$ cat src/rtl/mux_16bit_sel.sv
// Two-input word selector for the single-cycle datapath.
// Z is the zero-latency combinational choice between X (select=0) and
// Y (select=1). Z_q is a registered copy loaded when en is high, and
// changed pulses for one cycle after a load that altered Z_q.
module mux_16bit_sel #(
    parameter int WIDTH = 16
) (
    input  logic             clk,
    input  logic             reset,
    input  logic             select,
    input  logic [WIDTH-1:0] X,
    input  logic [WIDTH-1:0] Y,
    input  logic             en,
    output logic [WIDTH-1:0] Z,
    output logic [WIDTH-1:0] Z_q,
    output logic             changed
);

    logic [WIDTH-1:0] z_q_d;
    logic             changed_d;

    // Combinational word select, live even while reset is asserted.
    always_comb begin
        Z = select ? Y : X;
    end

    // Next-state: load the selected word on en, otherwise hold and drop the pulse.
    always_comb begin
        z_q_d     = Z_q;
        changed_d = 1'b0;
        if (en) begin
            z_q_d     = Z;
            changed_d = (Z != Z_q);
        end
    end

    // Registered copy and change pulse; reset clears both immediately.
    always_ff @(posedge clk or posedge reset) begin
        if (reset) begin
            Z_q     <= '0;
            changed <= 1'b0;
        end else begin
            Z_q     <= z_q_d;
            changed <= changed_d;
        end
    end

endmodule

$ cat config.mk
export PLATFORM = sky130hd
export DESIGN_NAME = mux_16bit_sel
export DESIGN_NICKNAME = d
export VERILOG_FILES = /design/src/rtl/mux_16bit_sel.sv
export SDC_FILE = /design/constraint.sdc
export NUM_CORES = 1
export LEC_CHECK = 0
export CORE_MARGIN = 2
export CORE_UTILIZATION = 38
export CTS_BUF_LIST = sky130_fd_sc_hd__clkbuf_4 sky130_fd_sc_hd__clkbuf_8 sky130_fd_sc_hd__clkbuf_16
export DETAILED_ROUTE_END_ITERATION = 7
export PLACE_DENSITY_LB_ADDON = 0.25
export SLEW_MARGIN = 20
export SYNTH_ARGS = -nofsm -noshare
export SYNTH_HDL_FRONTEND = slang
export SYNTH_SLANG_ARGS = --single-unit
$ cat constraint.sdc
create_clock -name clk -period 1.8 [get_ports clk]
set_input_delay 0.18 -clock clk [delete_from_list [all_inputs] [get_ports clk]]
set_output_delay 0.18 -clock clk [all_outputs]
set_load 0.05 [all_outputs]
==> results.md <==
* Status: complete, no violations
* Crit path largest cell delay at 830 ps
* Clock network latency to the later pin of the worst-skew pair at 290 ps
* Slowest stage cell, crit path: sky130_fd_sc_hd__clkdlybuf4s50_1
* R2r endpoint: changed
* Number of global-route vias before repair at 1,081
* Start point of the critical path: Z_q[3]
* Area fraction of the dominant cell type after synthesis at 0.408
* CP Buf/Inv Count at 1
* Antenna violations before repair at 0
* Setup repair after global routing missed its margin: false
* Total congestion overflow after global routing at 0
* Setup Crit Path Kind: flop to primary output
* Area of the core region at 2540 µm²
* Total nets after synthesis at 146
* Remaining antenna violation count after routing at 0
* Post-route DRC violation count at 0
* Max-slew violation count at 0
* Effective utilization at floorplan at 0.410
* Number of enable flip-flop cells after synthesis at 0
* Register-to-Register Path Depth at 4
* Weighted congestion at the end of routability-driven global placement at 0.825
* Required time at the endpoint of the critical path at 1620 ps
* Post-detail-place hpwl at 2440 µm
* CP endpoint: Z_q[3]
* Arrival @ worst endpoint at 1550 ps
* Vias per cell at 4.70
* Final design utilization at 0.818
* Number of nets in the final layout at 232
* Max H-tree Level at 1
* DIE AREA at 3180 µm²
* Most instantiated flip-flop cell in the synthesis netlist: sky130_fd_sc_hd__dfrtp_1
* Number of placement rows at 18
* Total standard cell area after synthesis at 1040 µm²
* Actual transition at the worst max-transition pin at 642 ps
* Share of post-route cells with drive strength above 1 at 0.267
* P_leak at 0.000934 µW
* Synth area leader: sky130_fd_sc_hd__dfrtp_1
* Critical-path cell list: clkdlybuf4s50_1
* Total power at 1450 µW
* Reg2reg setup slack at 460 ps
* Origin of the critical flop-to-flop path: Z_q[6]
* Chip height at 56.4 µm
* Syn Inst Count at 110
* Highest achievable clock rate at 0.580 GHz
* Clock Pin Slew Worst Setup and Hold Paths at 100 ps
* Number of DRC markers after the initial detailed-route iteration at 37
* Total of flip-flops plus latches after synthesis at 17
* Critical path launch point type: flop
* Asr flop ratio synth at 1.00
* Total number of cells along the worst setup path at 1
* Setup violators final at 0
* Post-Syn Area per Cell at 9.48 µm²
* Crit-path max FO at 3
* Wire length of the first global-routing pass at 5170 µm
* Max cap viols at 0
* Critical path's top delay family: buffers and inverters
* Total via count in the routed design at 1,057
* Number of buffers added to fix hold violations after cts at 0
* Clock buffer count from CTS at 3
* Root buffer selected by CTS: sky130_fd_sc_hd__clkbuf_4
* Warning count from the yosys run at 0
* Drt first pass iters at 5
* Horizontal die dimension at 56.4 µm
* Final period util at 0.958
* Crit path time final at 1730 ps
* Final Hold Vio Count at 0
* Wire length per cell at 14.4 µm
* Distinct cell type count of the synthesized netlist at 17
* Pin count of the biggest net entering global routing at 34
* Buffers added on ports at 68
* Category of the worst setup path capture point: primary output
* Hold WC Path Type: primary input to asynchronous set/reset pin
* TritonCTS Sinks at 17
* Power per cell area at 696 nW/µm²
* Area growth from synthesis to layout at 99.6%
* Clock skew at 7.49 ps
* Aggregate routed wire length at 3240 µm
* Remaining max-slew budget at the tightest pin at 0.571
* Worst VDD drop at 0.554 mV
* TritonCTS clock tree: yes
* Synth area leaders: sky130_fd_sc_hd__dfrtp_1 (41%), sky130_fd_sc_hd__mux2i_1 (11%), sky130_fd_sc_hd__a21oi_1 (7.7%)
* I/O Pins at 69
* Total routing usage reported by global routing at 0.208
* Post-synthesis sequential area ratio at 0.408
* Ranking of synthesized cells by instance count: sky130_fd_sc_hd__dfrtp_1 (17), sky130_fd_sc_hd__inv_1 (17), sky130_fd_sc_hd__a21oi_1 (16), sky130_fd_sc_hd__nor2_1 (16), sky130_fd_sc_hd__mux2i_1 (11)
* Buffer depth of the longest clock path at 2
* Number of antenna cells inserted at 0
[report_power, final]
part / leakage [µW] / switching [µW] / internal, µW
Combinational: 0.000726 / 421 / 347
Sequential: 0.000190 / 37.5 / 421
Clock: 0.0000184 / 120 / 101
[worst min path at each step]
stage | startpoint | end | slack, ps | cells past startpoint
3_5_place_dp | Z_q[10] | Z_q[10] | 560 | 2
4_1_cts | reset | Z_q[7] | 290 | 2
2_1_floorplan | reset | Z_q[0] | 110 | 1
6_report | reset | Z_q[4] | 260 | 2
5_1_grt | reset | Z_q[4] | 340 | 2
3_3_place_gp | Z_q[13] | Z_q[13] | 550 | 2
[cell usage in the layout, fill, tap and decap left out]
| cell | count |
|---|---|
| sky130_fd_sc_hd__clkbuf_4 | 4 |
| sky130_fd_sc_hd__nor2_1 | 16 |
| sky130_fd_sc_hd__xnor2_1 | 8 |
| sky130_fd_sc_hd__nand4_1 | 2 |
| sky130_fd_sc_hd__a21oi_1 | 16 |
| sky130_fd_sc_hd__buf_4 | 21 |
| sky130_fd_sc_hd__dlymetal6s2s_1 | 1 |
| sky130_fd_sc_hd__nand2_1 | 1 |
| sky130_fd_sc_hd__o31a_1 | 1 |
| sky130_fd_sc_hd__inv_1 | 17 |
| sky130_fd_sc_hd__dfrtp_1 | 17 |
| sky130_fd_sc_hd__mux2i_2 | 8 |
| sky130_fd_sc_hd__clkdlybuf4s50_1 | 51 |
| sky130_fd_sc_hd__nor4_2 | 2 |
| sky130_fd_sc_hd__clkbuf_16 | 1 |
| sky130_fd_sc_hd__buf_12 | 13 |
| sky130_fd_sc_hd__xor2_1 | 8 |
| sky130_fd_sc_hd__mux2i_1 | 5 |
| sky130_fd_sc_hd__mux2i_4 | 3 |
[kinds of logic (layout without fill, tap and decap cells)]
kind of cell,count (synthesis),in the layout,synth area share
and+or+nand+nor,21,21,0.0912
DFF,17,17,0.408
xor gates and xnor gates,16,16,0.134
buffers and inverters,23,108,0.101
AOI/OAI and AO/OA,17,17,0.0852
muxes,16,16,0.180
[sequential cells by signal (all words and copies together) (netlist names)]
| name | count |
|---|---|
| changed | 1 |
| Z_q | 16 |
[per-stage QoR]
stage	std cells	setup TNS (ps)	setup WS [ps]	hold slack, ps	cell area (µm²)
finish	225	0	75.0	259	2080
global route	225	0	21.7	343	2080
global placement	220	-237	-193	548	1960
detailed placement	220	-460	-219	561	1960
floorplan	110	0	286	106	1040
CTS	223	0	49.7	287	2020
[per-layer routing]
| layer | global-route usage | up-vias | routed length (µm) |
|---|---|---|---|
| met5 | 0 | - | 0 |
| met3 | 0.0507 | 5 | 186 |
| met2 | 0.376 | 41 | 1800 |
| met1 | 0.242 | 485 | 1220 |
| met4 | 0.0612 | 0 | 40 |
| li1 | - | 526 | - |
[cell type report]
type,count,area (µm²)
Clock buffer,4,30.0
Inverter,17,63.8
Multi-Input combinational cell,70,558
Timing Repair Buffer,87,966
Sequential cell,17,425
Tap cell,30,37.5
Fill cell,147,464
[timing repair]
| item | in CTS | in global routing |
|---|---|---|
| buffers inserted | 0 | 1 |
| resized for setup | 6 | 4 |
| pin swaps | 0 | 0 |
| cloned | 0 | 1 |
| endpoints found under the setup margin | 4 | 2 |
Note: power is estimated with default switching activity, not from simulation.
==> variant 1 (same settings) <==
Set the parameter `WIDTH` to 14 (it was 16).
--- a/src/rtl/mux_16bit_sel.sv
+++ b/src/rtl/mux_16bit_sel.sv
@@ -3,7 +3,7 @@
 // Y (select=1). Z_q is a registered copy loaded when en is high, and
 // changed pulses for one cycle after a load that altered Z_q.
 module mux_16bit_sel #(
-    parameter int WIDTH = 16
+    parameter int WIDTH = 14
 ) (
     input  logic             clk,
     input  logic             reset,
Interface: changed (resized X, Y, Z and Z_q); port bits go from 69 to 61. The function was not compared with the original's and may differ.
==> variant 1 against the unedited design <==
- synthesized area decreased by 15%
- setup slack gained 0.0021 ns
- count of clock-buffer cells in the layout stayed put
- sequential cell count down 2
- sequential power shrank 12%
- total power fell by 13%
- cell area decreased by 15%
- hold slack worse by 0.015 ns
- routed wire length down 20%
- largest cell class unchanged
- largest power group unchanged
==> variant 1: results (changes against the unedited design) <==
Place
  – Final Wtd Congestion: 0.7114 (was 0.8253)
  – Worst Setup Slack post-DPL: -0.2022 ns (was -0.2187 ns)
  – Detailed placement HPWL: 2.157 mm (was 2.444 mm)
  – Placed cell area: 1733 um^2 (was 1964 um^2)

Detailed routing
  – First-pass detailed-route iteration total: 4 (was 5)
  – Total wire length: 2.579 mm (was 3.242 mm)
  – DR WL/cell: 13.03 um (was 14.41 um)
  – 1st-iter DRT viols: 12 (was 37)
  – Vias/cell: 4.737 (was 4.698)

Pwr
  – VDD IR max: 0.5218 mV (was 0.5540 mV)
  – Static Leak: 0.8231 nW (was 0.9342 nW)

Global routing
  – First-pass GRT wire length: 4.140 mm (was 5.168 mm)
  – Global-route usage over all layers: 20.43% (was 20.83%)
  – Vias in the first global route: 984 (was 1081)
  – Pin count of the biggest net entering global routing: 30 (was 34)

Layout
  – Post-route cell area: 1763 um^2 (was 2081 um^2)
  – Share of cells above drive strength 1: 20.59% (was 26.67%)
  – Layout Nets: 203 (was 232)
  – Largest registers: Z_q (14), changed (1) (was Z_q (16), changed (1))

Clocking
  – Post_cts resized: 0 (was 6)

Synthesis
  – Avg Synthesized Cell Area: 9.280 um^2 (was 9.475 um^2)
  – Sequential fraction of the synthesis area: 42.13% (was 40.82%)
  – Post-synth cell types: 14 (was 17)
  – Top cells by area, synth: dfrtp_1 42%, mux2i_1 13%, xor2_1 9.8% (was dfrtp_1 41%, mux2i_1 11%, a21oi_1 7.7%)
  – Post-synth top cells: 15 x dfrtp_1, 15 x inv_1, 14 x a21oi_1, 14 x nor2_1, 12 x mux2i_1 (was 17 x dfrtp_1, 17 x inv_1, 16 x a21oi_1, 16 x nor2_1, 11 x mux2i_1)
  – Syn_nets: 128 (was 146)

Critical path
  – Critical R2R Launch: Z_q[4] (was Z_q[6])
  – CP endpoint: Z[5] (was Z_q[3])
  – Crit-path max cell delay: 0.47 ns (was 0.83 ns)
  – Reg-to-reg slack, setup: 0.48 ns (was 0.46 ns)
  – Critical-path maximum fanout: 5 (was 3)

Outcome
  – Outcome: completed (unchanged)

Timing
  – Tightest Pin Transition: 0.5470 ns (was 0.6423 ns)
  – Achievable Freq: 0.5804 GHz (was 0.5797 GHz)
variant 1: changes by cell type in the layout (fill, tap and decap cells not counted), sizes merged:
cell / unedited run / this run
nand3: 0 / 1
clkbuf: 5 / 4
dlymetal6s2s: 1 / 0
nand2: 1 / 0
nor4: 2 / 1
inv: 17 / 15
xnor2: 8 / 4
xor2: 8 / 10
nor2: 16 / 14
dfrtp: 17 / 15
mux2i: 16 / 14
clkdlybuf4s50: 51 / 46
buf: 34 / 29
a21oi: 16 / 14
variant 1: final cells by class:
class	count	area share, %
clock buffer	4	1.703
inverter	15	3.194
multi-input combinational	61	24.13
sequential	15	21.29
tap	28	1.987
timing repair buffer	75	47.69
variant 1: per-layer routing:
metal  up-vias  track usage (%)  part of all wire, %
met5         -                0                    0
met4         0            6.410                  1.3
met3         4            5.429                  7.6
met2        38            38.75                   55
met1       439            21.51                   36
li1        457                -                    -
variant 1: how the worst min path moves through the flow:
stage,cells after the start,slack [ns],end,from
2_1_floorplan,1,0.08,Z_q[0],reset
3_3_place_gp,2,0.54,Z_q[7],Z_q[7]
3_5_place_dp,2,0.56,Z_q[11],Z_q[11]
4_1_cts,2,0.27,Z_q[10],reset
5_1_grt,2,0.30,Z_q[10],reset
6_report,2,0.24,Z_q[10],reset
variant 1: cell families (layout without fill, tap and decap cells):
group / after synthesis / after routing / synth area share, %
and+or+nand+nor: 18 / 18 / 8.567
buffers and inverters: 20 / 94 / 10.11
xor gates and xnor gates: 14 / 14 / 13.76
AOI/OAI and AO/OA: 15 / 15 / 8.849
muxes: 14 / 14 / 16.57
DFF: 15 / 15 / 42.13
variant 1: where the power goes:
| group | switching, W | total [W] | internal, W |
|---|---|---|---|
| sequential | 0.0000337 | 0.000405 | 0.000371 |
| combinational | 0.000352 | 0.000642 | 0.000291 |
| clock | 0.000105 | 0.000207 | 0.000101 |
==> variant 2 (same flow settings) <==
Without the edit above. Put a register stage on the output `Z`, cleared by the reset. The value now appears one clock later. The other outputs are not delayed to match. Comments in the files are not updated.
--- a/src/rtl/mux_16bit_sel.sv
+++ b/src/rtl/mux_16bit_sel.sv
@@ -16,12 +16,14 @@
     output logic             changed
 );
 
+    logic [WIDTH-1:0] Z_d;
+
     logic [WIDTH-1:0] z_q_d;
     logic             changed_d;
 
     // Combinational word select, live even while reset is asserted.
     always_comb begin
-        Z = select ? Y : X;
+        Z_d = select ? Y : X;
     end
 
     // Next-state: load the selected word on en, otherwise hold and drop the pulse.
@@ -29,8 +31,8 @@
         z_q_d     = Z_q;
         changed_d = 1'b0;
         if (en) begin
-            z_q_d     = Z;
-            changed_d = (Z != Z_q);
+            z_q_d     = Z_d;
+            changed_d = (Z_d != Z_q);
         end
     end
 
@@ -45,5 +47,13 @@
         end
     end
 
+    always_ff @(posedge clk or posedge reset) begin
+        if (reset) begin
+            Z <= '0;
+        end else begin
+            Z <= Z_d;
+        end
+    end
+
 endmodule
 
Behaviour: not the same (Yosys sat finds a counterexample within 4 cycles, from zero or initial values and one cycle with reset high).
==> variant 2 against the unedited design <==
- critical path type unchanged
- total power up 50%
- routed wire length increased by 2.3%
- setup slack better by 0.037 ns
- non-clock buffer count unchanged
- synthesized area is 38% higher
- first-iteration DRC count decreased by 11%
- combinational power shrank 6.2%
- largest cell class unchanged
- sequential cell count rose by 16
- clock skew decreased by 0.0014 ns
- highest routed layer unchanged
- sequential share of layout area rose by 13 points
- cell area increased by 20%
==> variant 2: results (changes against the unedited design) <==
Detailed routing
  – Vias/cell: 4.555 (was 4.698)
  – First-pass detailed-route iteration total: 4 (was 5)
  – Total wire length: 3.315 mm (was 3.242 mm)
  – Met2 wire len: 1.661 mm (was 1.799 mm)
  – 1st-iter DRT viols: 33 (was 37)
  – DRT met1 WL: 1.410 mm (was 1.217 mm)
  – Via count: 1198 (was 1057)
  – Routed length on met3: 180 um (was 186 um)

Pwr
  – P_clk: 0.000603 W (was 0.000221 W)
  – Net Sw Frac: 32.73% (was 39.94%)
  – Static Leak: 1.104 nW (was 0.9342 nW)
  – Combinational cell power: 0.000720 W (was 0.000768 W)
  – PD cells: 871.8 nW/um^2 (was 695.8 nW/um^2)
  – VDD IR max: 0.5372 mV (was 0.5540 mV)

Clocking
  – CTS H-tree depth: 2 (was 1)
  – Worst-path clk slew: 0.07 ns (was 0.10 ns)
  – Num CTS Buffers: 5 (was 3)

Synthesis
  – Top cell type's share of synthesized area: 57.24% (was 40.82%)
  – Top cells by area, synth: dfrtp_1 57%, mux2i_1 7.6%, a21oi_1 5.6% (was dfrtp_1 41%, mux2i_1 11%, a21oi_1 7.7%)
  – Compound-Gate Fraction of Synth Area: 6.158% (was 8.523%)
  – Synth Area in XOR/XNOR: 9.714% (was 13.45%)
  – Syn_nets: 162 (was 146)
  – Post-synth top cells: 33 x dfrtp_1, 17 x inv_1, 16 x a21oi_1, 16 x nor2_1, 11 x mux2i_1 (was 17 x dfrtp_1, 17 x inv_1, 16 x a21oi_1, 16 x nor2_1, 11 x mux2i_1)
  – Sequential fraction of the synthesis area: 57.24% (was 40.82%)

Place
  – Detailed placement HPWL: 2.444 mm (about the same)
  – Final Wtd Congestion: 0.7396 (was 0.8253)

Timing
  – Hold_ws: 0.2770 ns (was 0.2586 ns)
  – Tightest Pin Transition: 0.5141 ns (was 0.6423 ns)

Global routing
  – Vias in the first global route: 1178 (was 1081)
  – First-pass GRT wire length: 5.064 mm (was 5.168 mm)

Layout
  – Largest registers: Z (16), Z_q (16), changed (1) (was Z_q (16), changed (1))
  – Number of fill cells in the layout: 287 (was 147)

Critical path
  – Critical R2R Launch: Z_q[15] (was Z_q[6])
  – CP Data Arrival Time: 1.51 ns (was 1.55 ns)

Outcome
  – Outcome: completed (unchanged)
## variant 2: final cells by class
| class | count | area (um^2) | share of cell area [%] |
|---|---|---|---|
| flip-flops and latches | 33 | 825.8 | 33.05 |
| inverters | 17 | 63.81 | 2.554 |
| repair buffers | 87 | 880.8 | 35.25 |
| multi-input cells | 70 | 566.8 | 22.68 |
| clock buffers | 7 | 96.34 | 3.856 |
| clock inverters | 1 | 5.005 | 0.2003 |
| well taps | 48 | 60.06 | 2.404 |
## variant 2: worst max-delay path by stage
stage | to | from | cells past startpoint | slack, ns
floorplan | changed | Z_q[6] | 4 | 0.28
global placement | changed | select | 7 | -0.21
detailed placement | changed | select | 7 | -0.26
CTS | changed | select | 7 | 0.04
global route | Z_q[3] | Z_q[3] | 1 | 0.07
finish | Z_q[6] | Z_q[6] | 1 | 0.11
## variant 2: worst min-delay path, delay by kind of cell
kind,cells,cell delay [ns]
buffers and inverters,3,0.81
